### config.mk
export PLATFORM = sky130hd
export DESIGN_NAME = musa_io_port
export DESIGN_NICKNAME = d
export VERILOG_FILES = /design/src/rtl/musa_io_pkg.sv /design/src/rtl/musa_debounce.sv /design/src/rtl/musa_io_port.sv
export SDC_FILE = /design/constraint.sdc
export NUM_CORES = 1
export LEC_CHECK = 0
export BUFFER_PORTS_ARGS = -buffer_cell sky130_fd_sc_hd__buf_2
export CAP_MARGIN = 20
export CELL_PAD_IN_SITES_DETAIL_PLACEMENT = 1
export CELL_PAD_IN_SITES_GLOBAL_PLACEMENT = 2
export CORE_MARGIN = 2
export CORE_UTILIZATION = 22
export DETAILED_ROUTE_END_ITERATION = 10
export GPL_TIMING_DRIVEN = 0
export PLACE_DENSITY_LB_ADDON = 0.1
export SLEW_MARGIN = 20
export SYNTH_ARGS = -nofsm -noshare
export SYNTH_HDL_FRONTEND = slang
export SYNTH_SLANG_ARGS = --single-unit
### constraint.sdc
create_clock -name clk -period 1.8 [get_ports clk]
set_clock_uncertainty 0.2 [all_clocks]
set_input_delay 0 -clock clk [delete_from_list [all_inputs] [get_ports clk]]
set_output_delay 0 -clock clk [all_outputs]
set_load 0.03 [all_outputs]
### src/rtl/musa_io_pkg.sv
// musa_io_pkg: register offsets and debounce state encoding for the musa I/O window
package musa_io_pkg;
  localparam logic [1:0] OFF_LED    = 2'd0;
  localparam logic [1:0] OFF_STATUS = 2'd1;
  localparam logic [1:0] OFF_PCOUNT = 2'd2;
  typedef enum logic {DB_IDLE, DB_COUNT} db_state_t;
endpackage

### src/rtl/musa_debounce.sv
// musa_debounce: 2-flop synchronizer, stability-count debouncer and rising-edge pulse
module musa_debounce import musa_io_pkg::*; #(
  parameter int DEBOUNCE_CYCLES = 16
) (
  input  logic clk,
  input  logic rst,
  input  logic din,
  output logic level,
  output logic rise
);
  localparam int CW = (DEBOUNCE_CYCLES > 2) ? $clog2(DEBOUNCE_CYCLES) : 1;
  db_state_t r_state;
  logic [CW-1:0] r_cnt;
  logic r_s1, r_s2, r_level, r_rise;
  always_ff @(posedge clk) begin
    if (rst) begin
      r_s1    <= 1'b0;
      r_s2    <= 1'b0;
      r_state <= DB_IDLE;
      r_cnt   <= '0;
      r_level <= 1'b0;
      r_rise  <= 1'b0;
    end else begin
      r_s1   <= din;
      r_s2   <= r_s1;
      r_rise <= 1'b0;
      if (r_state == DB_IDLE) begin
        if (r_s2 != r_level) begin
          r_state <= DB_COUNT;
          r_cnt   <= CW'(1);
        end
      end else if (r_s2 == r_level) begin
        r_state <= DB_IDLE;
        r_cnt   <= '0;
      end else if (r_cnt == CW'(DEBOUNCE_CYCLES - 1)) begin
        // qualified change; pulse only on the low-to-high transition
        r_level <= r_s2;
        r_rise  <= r_s2;
        r_state <= DB_IDLE;
        r_cnt   <= '0;
      end else begin
        r_cnt <= r_cnt + CW'(1);
      end
    end
  end
  assign level = r_level;
  assign rise  = r_rise;
endmodule

### src/rtl/musa_io_port.sv
// musa_io_port: memory-mapped LED/button window with registered read-back to the datapath
module musa_io_port import musa_io_pkg::*; #(
  parameter int DATA_WIDTH      = 32,
  parameter int ADDR_WIDTH      = 10,
  parameter int IO_BASE         = 'h3F0,
  parameter int DEBOUNCE_CYCLES = 16
) (
  input  logic                  clk,
  input  logic                  rst,
  input  logic [ADDR_WIDTH-1:0] mem_addr,
  input  logic [DATA_WIDTH-1:0] mem_wdata,
  input  logic                  mem_write,
  input  logic                  mem_read,
  output logic                  io_hit,
  output logic [DATA_WIDTH-1:0] rd_data,
  output logic                  rd_valid,
  input  logic                  btn_in,
  output logic [3:0]            led_out
);
  logic [ADDR_WIDTH-1:0] w_off;
  logic [1:0]            w_idx;
  logic                  w_wr, w_level, w_rise, w_unused;
  logic [DATA_WIDTH-1:0] w_rdata;
  logic [3:0]            r_led;
  logic                  r_event;
  logic [7:0]            r_pcount;
  // addresses below the base wrap to large offsets and miss the window
  assign w_off    = mem_addr - ADDR_WIDTH'(IO_BASE);
  assign io_hit   = w_off < ADDR_WIDTH'(4);
  assign w_idx    = w_off[1:0];
  assign w_wr     = mem_write & io_hit;
  assign w_unused = ^mem_wdata[DATA_WIDTH-1:4];
  musa_debounce #(.DEBOUNCE_CYCLES(DEBOUNCE_CYCLES)) u_db (
    .clk  (clk),
    .rst  (rst),
    .din  (btn_in),
    .level(w_level),
    .rise (w_rise)
  );
  always_comb begin
    w_rdata = (w_idx == OFF_LED)    ? DATA_WIDTH'(r_led) :
              (w_idx == OFF_STATUS) ? DATA_WIDTH'({r_event, w_level}) :
              (w_idx == OFF_PCOUNT) ? DATA_WIDTH'(r_pcount) : '0;
  end
  always_ff @(posedge clk) begin
    if (rst) begin
      r_led    <= '0;
      r_event  <= 1'b0;
      r_pcount <= '0;
      rd_data  <= '0;
      rd_valid <= 1'b0;
    end else begin
      r_led    <= (w_wr && w_idx == OFF_LED) ? mem_wdata[3:0] : r_led;
      r_event  <= w_rise | (r_event & ~(w_wr && w_idx == OFF_STATUS && mem_wdata[1]));
      r_pcount <= ((w_wr && w_idx == OFF_PCOUNT) ? 8'd0 : r_pcount) + 8'(w_rise);
      rd_data  <= (mem_read && io_hit) ? w_rdata : '0;
      rd_valid <= mem_read & io_hit;
    end
  end
  assign led_out = r_led;
endmodule

==> flow_results.org, run 1 <==
** Layout
- In the final layout, the share of cells above drive strength 1 is 0.356.
- Once layout is complete, the utilization of the core stands at 0.333.
- The library cell used most frequently in the layout, excluding fill and tap cells, is sky130_fd_sc_hd__buf_2.
- Area Overhead vs Synth :: 48.4%
- Leading cell types in the layout, fill and taps excluded :: 31 x sky130_fd_sc_hd__buf_2, 30 x sky130_fd_sc_hd__dfxtp_1, 29 x sky130_fd_sc_hd__buf_4
- Non-filler cells in the finished layout :: 352
- Net count of the finished layout :: 302
- The number of antenna diodes in the final layout is 0.

** Setup path
- Counting cells, the worst reg-to-reg path comes to 6.
- CP Launch Type :: flop
- Critical path's slowest cell :: sky130_fd_sc_hd__or4b_4
- Max incr delay on CP :: 0.50 ns
- Critical Path Sink Type :: flop
- Tracing the worst setup path back leads to its startpoint at r_pcount[0].
- Arr. time, crit path :: 1.76 ns
- Cell occurring most often along the worst timing path :: sky130_fd_sc_hd__ha_4
- R2R setup slack :: 0.04 ns
- Crit path kind :: flop to flop
- Largest fanout on the critical path :: 6
- The endpoint identified for the worst register-to-register timing path is r_pcount[2].
- STA puts the critical path data required time at 1.80 ns.
- Critical path, cell by cell :: nor2b_4 -> ha_4 -> ha_4 -> or4b_4 -> o311a_1 -> o311ai_1
- In this run the critical register-to-register path is launched from r_pcount[0].

** Outcome
- The flow ran to the end, and the final reports show no timing, DRC or antenna violations.

** Route
- Dividing the detail-routed via count by the number of cells gives 3.93.
- Detailed routing inserted a total of 1,382 vias.
- The pre-antenna-repair detailed-routing pass consisted of 3 iterations.
- For this block, the routed nets add up to 3970 um of wire.
- In the routed design, unresolved DRC markers number 0.
- For this block, the initial DRC count from the detailed router was 23.
- Number of routed nets with antenna violations :: 0
- Dividing the detail-routed wire length by the instance count gives 11.3 um.

** STA
- Worst slew margin :: 0.527
- Setup violations remaining at the end of the flow were counted as 0.
- In the final timing run, aggregate negative setup slack is 0 ns.
- Worst hold margin :: 0.00603 ns
- Tmin final :: 1.76 ns
- Crit share post-route :: 0.980
- The max-slew violation count is 0.
- Setup repair after global routing missed its margin :: yes
- For the pin with the worst max-slew slack, the measured transition is 0.704 ns.
- Final Hold Violating Endpoints :: 0
- Max Fclk :: 567 MHz

** Power
- Worst VDD drop :: 227 uV
- The share of total power dissipated in sequential elements is 0.424.
- The share of total power dissipated in combinational logic is 0.134.
- Switching pwr :: 405 uW
- Clock network fraction of design power :: 0.443
- Pint :: 1.23 mW
- Of the total power, the share spent switching nets is 0.248.
- Summed over all cells, the static leakage comes to 1.06 nW.
- Power per cell area :: 685 nW/um2

** Yosys
- The average instance in the mapped netlist occupies 9.63 um2.
- Count of flip-flops with a built-in enable after synthesis :: 0
- Number of instances in the synthesized netlist :: 167
- Register bit total from synthesis :: 31
- After synthesis, the share of flip-flops with an asynchronous set or reset is 0.
- Count of distinct cell types in the synthesized netlist :: 44
- Yosys top cell area share :: 0.386
- Largest area contributor in the synthesized netlist :: sky130_fd_sc_hd__dfxtp_1
- Synth area leaders :: sky130_fd_sc_hd__dfxtp_1 39%, sky130_fd_sc_hd__buf_4 11%, sky130_fd_sc_hd__mux2i_1 5.0%, sky130_fd_sc_hd__nand2_1 3.0%, sky130_fd_sc_hd__nor2b_1 2.7%
- After synthesis the cells add up to 1610 um2.
- Total of warnings raised by yosys :: 0
- Sequential-to-total area share from yosys stat :: 0.386
- Top FF cell, synth :: sky130_fd_sc_hd__dfxtp_1

** Placed design
- Buffers on Ports :: 31
- GPL Wtd Cong :: 0.665
- Detailed-placement wirelength estimate :: 2850 um
- Placed instance count :: 320

** Floorplanning
- Floorplan die width :: 89.5 um
- Starting density of the core :: 0.224
- After floorplanning, the core was sized to cover 7180 um2.
- The floorplan step set the die height to 89.5 um.
- Number of I/O pins :: 85
- The floorplan has 31 rows.
- Total Die Area :: 8010 um2

** GRT
- GRT Total Usage :: 0.107
- Largest net degree at the start of global routing :: 11
- The via count of the first global-routing pass is 1,341.
- Number of antenna violations at the first check in global routing :: 0
- Global-route wire length before repair :: 6370 um
- Total global routing overflow :: 0

** Clock tree
- Clock Pin Slew Worst Setup and Hold Paths :: 0.07 ns
- TritonCTS built the clock tree.
- Buffers inserted during clock tree synthesis total 5.
- The longest clock path from root to sink contains 2 buffers.
- Master cell of the clock root buffer :: sky130_fd_sc_hd__clkbuf_8
- In this run the number of H-tree levels came out at 2.
- For this design, the sink count on the clock tree is 31.
- Clock insertion delay at the later pin of the skew report :: 0.29 ns

** Worst hold path
- In this run the most critical hold path is launched from rst.
- Worst min path class :: primary input to flop
- Worst min-delay path endpoint :: rd_data[1]
- Counting instances, the worst hold path has a depth of 4.

** Flow run
- Max cap viols :: 0
[how the worst max path moves through the flow]
stage	slack [ns]	to	cells past startpoint
after global routing	-0.04	r_pcount[2]	6
after floorplan	-0.08	r_pcount[2]	9
after detailed placement	-0.34	r_pcount[2]	10
after global placement	-0.35	r_pcount[2]	10
final	0.04	r_pcount[2]	6
after CTS	0.001	r_pcount[2]	6
[through the flow]
step / cell area [um2] / setup WS (ns) / power [mW]
global placement: 2010 / -0.354 / 0.901
finish: 2390 / 0.0363 / 1.63
CTS: 2320 / 0.00105 / 1.66
global route: 2390 / -0.0396 / 1.71
detailed placement: 2010 / -0.336 / 0.901
floorplan: 1730 / -0.0833 / 0.862
[final cells by class]
cell class                      count  area [um2]
Sequential cell                    31         622
Multi-Input combinational cell    126         898
Clock buffer                        6        82.6
Fill cell                         843        4790
Inverter                            3        11.3
Buffer                             29         211
Clock inverter                      2        35.0
Tap cell                           99         124
Timing Repair Buffer               56         402
[kinds of logic (layout without fill, tap and decap cells)]
logic type                 after synthesis  after routing  synth area share
buffers and inverters                   33             96             0.140
and+or+nand+nor                         68             68             0.300
other                                    1             24           0.00233
adders and majority gates                3              3            0.0233
xor gates and xnor gates                 4              4            0.0218
AOI/OAI and AO/OA                       19             19            0.0763
muxes                                    8              8            0.0498
DFF                                     31             31             0.386
[power groups by stage]
stage	Clock (mW)	Combinational (mW)	Sequential, mW
6_report	0.723	0.218	0.692
5_1_grt	0.781	0.237	0.693
4_1_cts	0.750	0.215	0.692
3_5_place_dp	0	0.192	0.708
3_3_place_gp	0	0.193	0.708
2_1_floorplan	0	0.155	0.708
[registers in the layout, indices dropped and copies added, names as in the netlist]
name,count
led_out,4
r_event,1
r_pcount,8
rd_data,8
rd_valid,1
u_db.level,1
u_db.r_cnt,4
u_db.r_s1,1
u_db.r_s2,1
u_db.r_state,1
u_db.rise,1
[worst max-delay path: cells and delay by family, from the launching register on]
family	cells	cell delay (ns)
and+or+nand+nor	2	0.62
adders and majority gates	2	0.34
AOI/OAI and AO/OA	2	0.20
DFF	1	0.32
[metal layers]
metal  wire, um  up-vias  global-route usage
met5          0        -                   0
met4         66        0              0.0570
met3        242        5              0.0314
met2       1860       35               0.174
met1       1800      629               0.126
li1           -      713                   -
[cell usage after synthesis (2+ instances only)]
master,n
sky130_fd_sc_hd__a2111oi_0,2
sky130_fd_sc_hd__a21oi_1,6
sky130_fd_sc_hd__and2_2,2
sky130_fd_sc_hd__and3_2,4
sky130_fd_sc_hd__buf_2,3
sky130_fd_sc_hd__buf_4,24
sky130_fd_sc_hd__clkbuf_1,2
sky130_fd_sc_hd__dfxtp_1,31
sky130_fd_sc_hd__ha_1,3
sky130_fd_sc_hd__inv_1,3
sky130_fd_sc_hd__mux2i_1,8
sky130_fd_sc_hd__nand2_1,13
sky130_fd_sc_hd__nand2b_1,3
sky130_fd_sc_hd__nand3_1,6
sky130_fd_sc_hd__nand3b_1,3
sky130_fd_sc_hd__nand4_1,4
sky130_fd_sc_hd__nand4b_1,2
sky130_fd_sc_hd__nor2_1,4
sky130_fd_sc_hd__nor2b_1,7
sky130_fd_sc_hd__nor3_1,3
sky130_fd_sc_hd__nor3b_2,2
sky130_fd_sc_hd__o21ai_0,5
sky130_fd_sc_hd__or3_1,4
sky130_fd_sc_hd__xor2_1,3
[timing repair]
item,CTS,global route
gates resized for setup,1,8
endpoints found under the hold margin,16,3
setup buffers,1,3
hold buffers,18,3
pin swaps,3,4
cloned,0,0
endpoints found under the setup margin,1,3
No activity file was read; power rests on OpenSTA's default activity.
==> run 2, diff against run 1 <==
Settings changed: CELL_PAD_IN_SITES_DETAIL_PLACEMENT 1 to unset, CELL_PAD_IN_SITES_GLOBAL_PLACEMENT 2 to unset, CORE_UTILIZATION 22 to 40, PLACE_DENSITY set to 0.75, PLACE_DENSITY_LB_ADDON 0.1 to unset.
==> run 2 against run 1 <==
Core utilization rose by 25 points. Critical path type is now primary input to flop. Clock power fell by 1%. Combinational power barely moved. Largest cell class unchanged. Sequential power barely moved. Cell area fell by 3.5%. Cell count fell by 14%. Highest routed layer unchanged. Flip-flop and latch count did not move. Wire length fell by 13%. Largest power group unchanged.
==> flow_results.org, run 2 (same netlist as run 1, synthesis figures left out) <==
** Outcome
- Run status :: completed

** Setup path
- The slowest stage of the critical path belongs to the cell sky130_fd_sc_hd__or4b_1.
- Cell occurring most often along the worst timing path :: sky130_fd_sc_hd__ha_4
- The maximum fanout along the worst path is 10 (+4).
- The worst register-to-register path ends at r_pcount[2].
- Required time of the critical path :: 1.80 ns (about the same)
- Max incr delay on CP :: 0.46 ns (-0.04 ns)
- The internal reg-to-reg setup slack is 0.08 ns (+0.04 ns).
- Cells on worst reg2reg path :: 6 (unchanged)
- CP Launch Type :: primary input
- The worst setup path is captured at a flop.
- The worst register-to-register path begins at r_pcount[0].
- Traced cell by cell, the critical path runs through buf_2 -> nand3b_1 -> nor3_4 -> nor2b_4 -> ha_4 -> ha_4 -> or4b_1 -> o311a_1 -> o311ai_1.
- Crit path kind :: primary input to flop
- Arr. time, crit path :: 1.75 ns (about the same)

** Route
- The number of optimization iterations in the first detailed-route pass is 4 (+1).
- The sum of routed wire length over all layers was 3450 um (-13%).
- Avg Vias per Cell :: 4.67 (+19%)
- Overall via count from detail_route :: 1,405 (+1.7%)
- The wire length per cell was 11.5 um (+1.6%).
- Starting DRT DRC Count :: 78 (+240%)
- Number of routed nets with antenna violations :: 0 (unchanged)
- Residual DRC :: 0 (unchanged)

** STA
- The transition time at the pin with the least slew margin was 0.660 ns (-0.0443 ns).
- Max Fclk :: 571 MHz (+0.79%)
- The part of the cycle the worst path needs came to 0.972 (-0.00766).
- Setup tns final :: 0 ns (unchanged)
- The max-slew violation count was 0 (unchanged).
- The final worst hold slack was 0.0231 ns (+0.0170 ns).
- Final Hold Violating Endpoints :: 0 (unchanged)
- Worst slew margin :: 0.557 (+0.0298)
- Total setup violations reported at the end of the flow :: 0 (unchanged)
- Tmin final :: 1.75 ns (-0.0138 ns)
- Min setup slack post-route :: 0.0501 ns (+0.0138 ns)

** Floorplanning
- The vertical extent of the die was 67.4 um (-25%).
- Total Die Area :: 4540 um2 (-43%)
- The number of top-level design ports is 85 (unchanged).
- Core area :: 3940 um2 (-45%)
- The starting utilization of the core area is 0.408 (+0.184).
- Total number of placement rows :: 23 (-26%)
- Floorplan die width :: 67.4 um (-25%)

** Clock tree
- The number of clock sinks seen by CTS came to 31 (unchanged).
- The number of buffers inserted during clock tree synthesis was 5 (unchanged).
- The clock latency reported for the late side of the worst-skew pair was 0.28 ns (about the same).
- Master cell of the clock root buffer :: sky130_fd_sc_hd__clkbuf_8
- TritonCTS built the clock tree.
- Clock Pin Slew Worst Setup and Hold Paths :: 0.07 ns (about the same)
- The CTS H-tree depth came to 2 (unchanged).
- The largest buffer count on any clock path is 2 (unchanged).

** Worst hold path
- Worst Hold Depth :: 4 (unchanged)
- Worst min path class :: primary input to flop
- Startpoint of the worst hold path :: mem_addr[6]
- Worst min-delay path endpoint :: r_pcount[2]

** GRT
- The global-route usage over all layers came to 0.162 (+0.0557).
- The maximum number of pins on one net before global-route repair is 11 (unchanged).
- The remaining global-route overflow was 0 (unchanged).
- Vias in the first global route :: 1,196 (-11%)
- The global-route wire length before repair was 5330 um (-16%).
- The number of antenna violations at the first check in global routing was 0 (unchanged).

** Placed design
- The weighted congestion reported at the end of routability-driven placement is 0.802 (+21%).
- The minimum setup slack after placement is -0.346 ns (-0.0102 ns).
- The half-perimeter wire length after detailed placement came to 2240 um (-21%).
- Buffers on Ports :: 31 (unchanged)
- The instance area at placement came to 1950 um2 (-3.0%).

** Layout
- Total non-filler cell area in the finished layout :: 2300 um2 (-3.5%)
- Leading cell types in the layout, fill and taps excluded :: 31 x sky130_fd_sc_hd__buf_2, 30 x sky130_fd_sc_hd__dfxtp_1, 29 x sky130_fd_sc_hd__buf_4
- Largest regs :: r_pcount (8), rd_data (8)
- Core Util, Final :: 0.584 (+0.252)
- The total inserted antenna cells came to 0 (unchanged).
- Most frequent standard cell in the layout excluding fill and tap cells :: sky130_fd_sc_hd__buf_2
- Net count of the finished layout :: 300 (-0.66%)
- Area Overhead vs Synth :: 43.3%
- The fraction of layout instances using a drive strength above 1 was 0.355 (-0.00115).

** Flow run
- The reported max-cap violation count was 0 (unchanged).

** Power
- The power density of the placed cells came to 704 nW/um2 (+2.8%).
- The largest vdd supply drop came to 521 uV (+130%).
- Total leakage power :: 1.07 nW (+0.19%)
## run 2: final cells by class
cell class,instances,area (um2)
buffer,29,218
clock buffer,6,82.6
clock inverter,2,35.0
fill,342,1640
inverter,3,11.3
multi-input combinational,126,895
sequential,31,622
tap,50,62.6
timing repair buffer,54,378
## run 2: repair_timing
item	4_1_cts	5_1_grt
endpoints found under the setup margin	1	5
endpoints found under the hold margin	17	1
buffers inserted	2	1
gates cloned	0	1
pin swaps	3	4
hold buffers	18	1
gates resized for setup	1	11
## run 2: how the worst max path moves through the flow
| stage | startpoint | slack [ns] | endpoint | depth (start not counted) |
|---|---|---|---|---|
| floorplan | mem_addr[0] | -0.08 | r_pcount[2] | 9 |
| global placement | mem_addr[0] | -0.32 | r_pcount[2] | 10 |
| detailed placement | mem_addr[0] | -0.35 | r_pcount[2] | 10 |
| CTS | r_pcount[0] | 0.01 | r_pcount[2] | 6 |
| global route | mem_addr[0] | -0.02 | r_pcount[2] | 9 |
| finish | mem_addr[0] | 0.05 | r_pcount[2] | 9 |
## run 2: where the power goes
part | leakage, nW | internal (mW) | switching, mW | total (mW)
clock | 0.0612 | 0.448 | 0.267 | 0.714
combinational | 0.754 | 0.0907 | 0.124 | 0.215
sequential | 0.251 | 0.690 | 0.00299 | 0.693
## run 2: metal layers
metal | up-vias | wire (um) | GRT usage
met5 | - | 0 | 0
met4 | 0 | 66 | 0.0740
met3 | 8 | 218 | 0.0650
met2 | 45 | 1690 | 0.269
met1 | 639 | 1480 | 0.183
li1 | 713 | - | -
## run 2: critical path, delay by kind of cell
family / cells / cell delay (ns)
buf+inv: 1 / 0.16
fa+ha+maj: 2 / 0.34
compound gates: 2 / 0.19
simple gates: 4 / 1.05
## run 2: through the flow
stage | std cells | power [mW]
floorplan | 190 | 0.862
global route | 301 | 1.70
finish | 301 | 1.62
CTS | 299 | 1.63
global placement | 271 | 0.895
detailed placement | 271 | 0.896
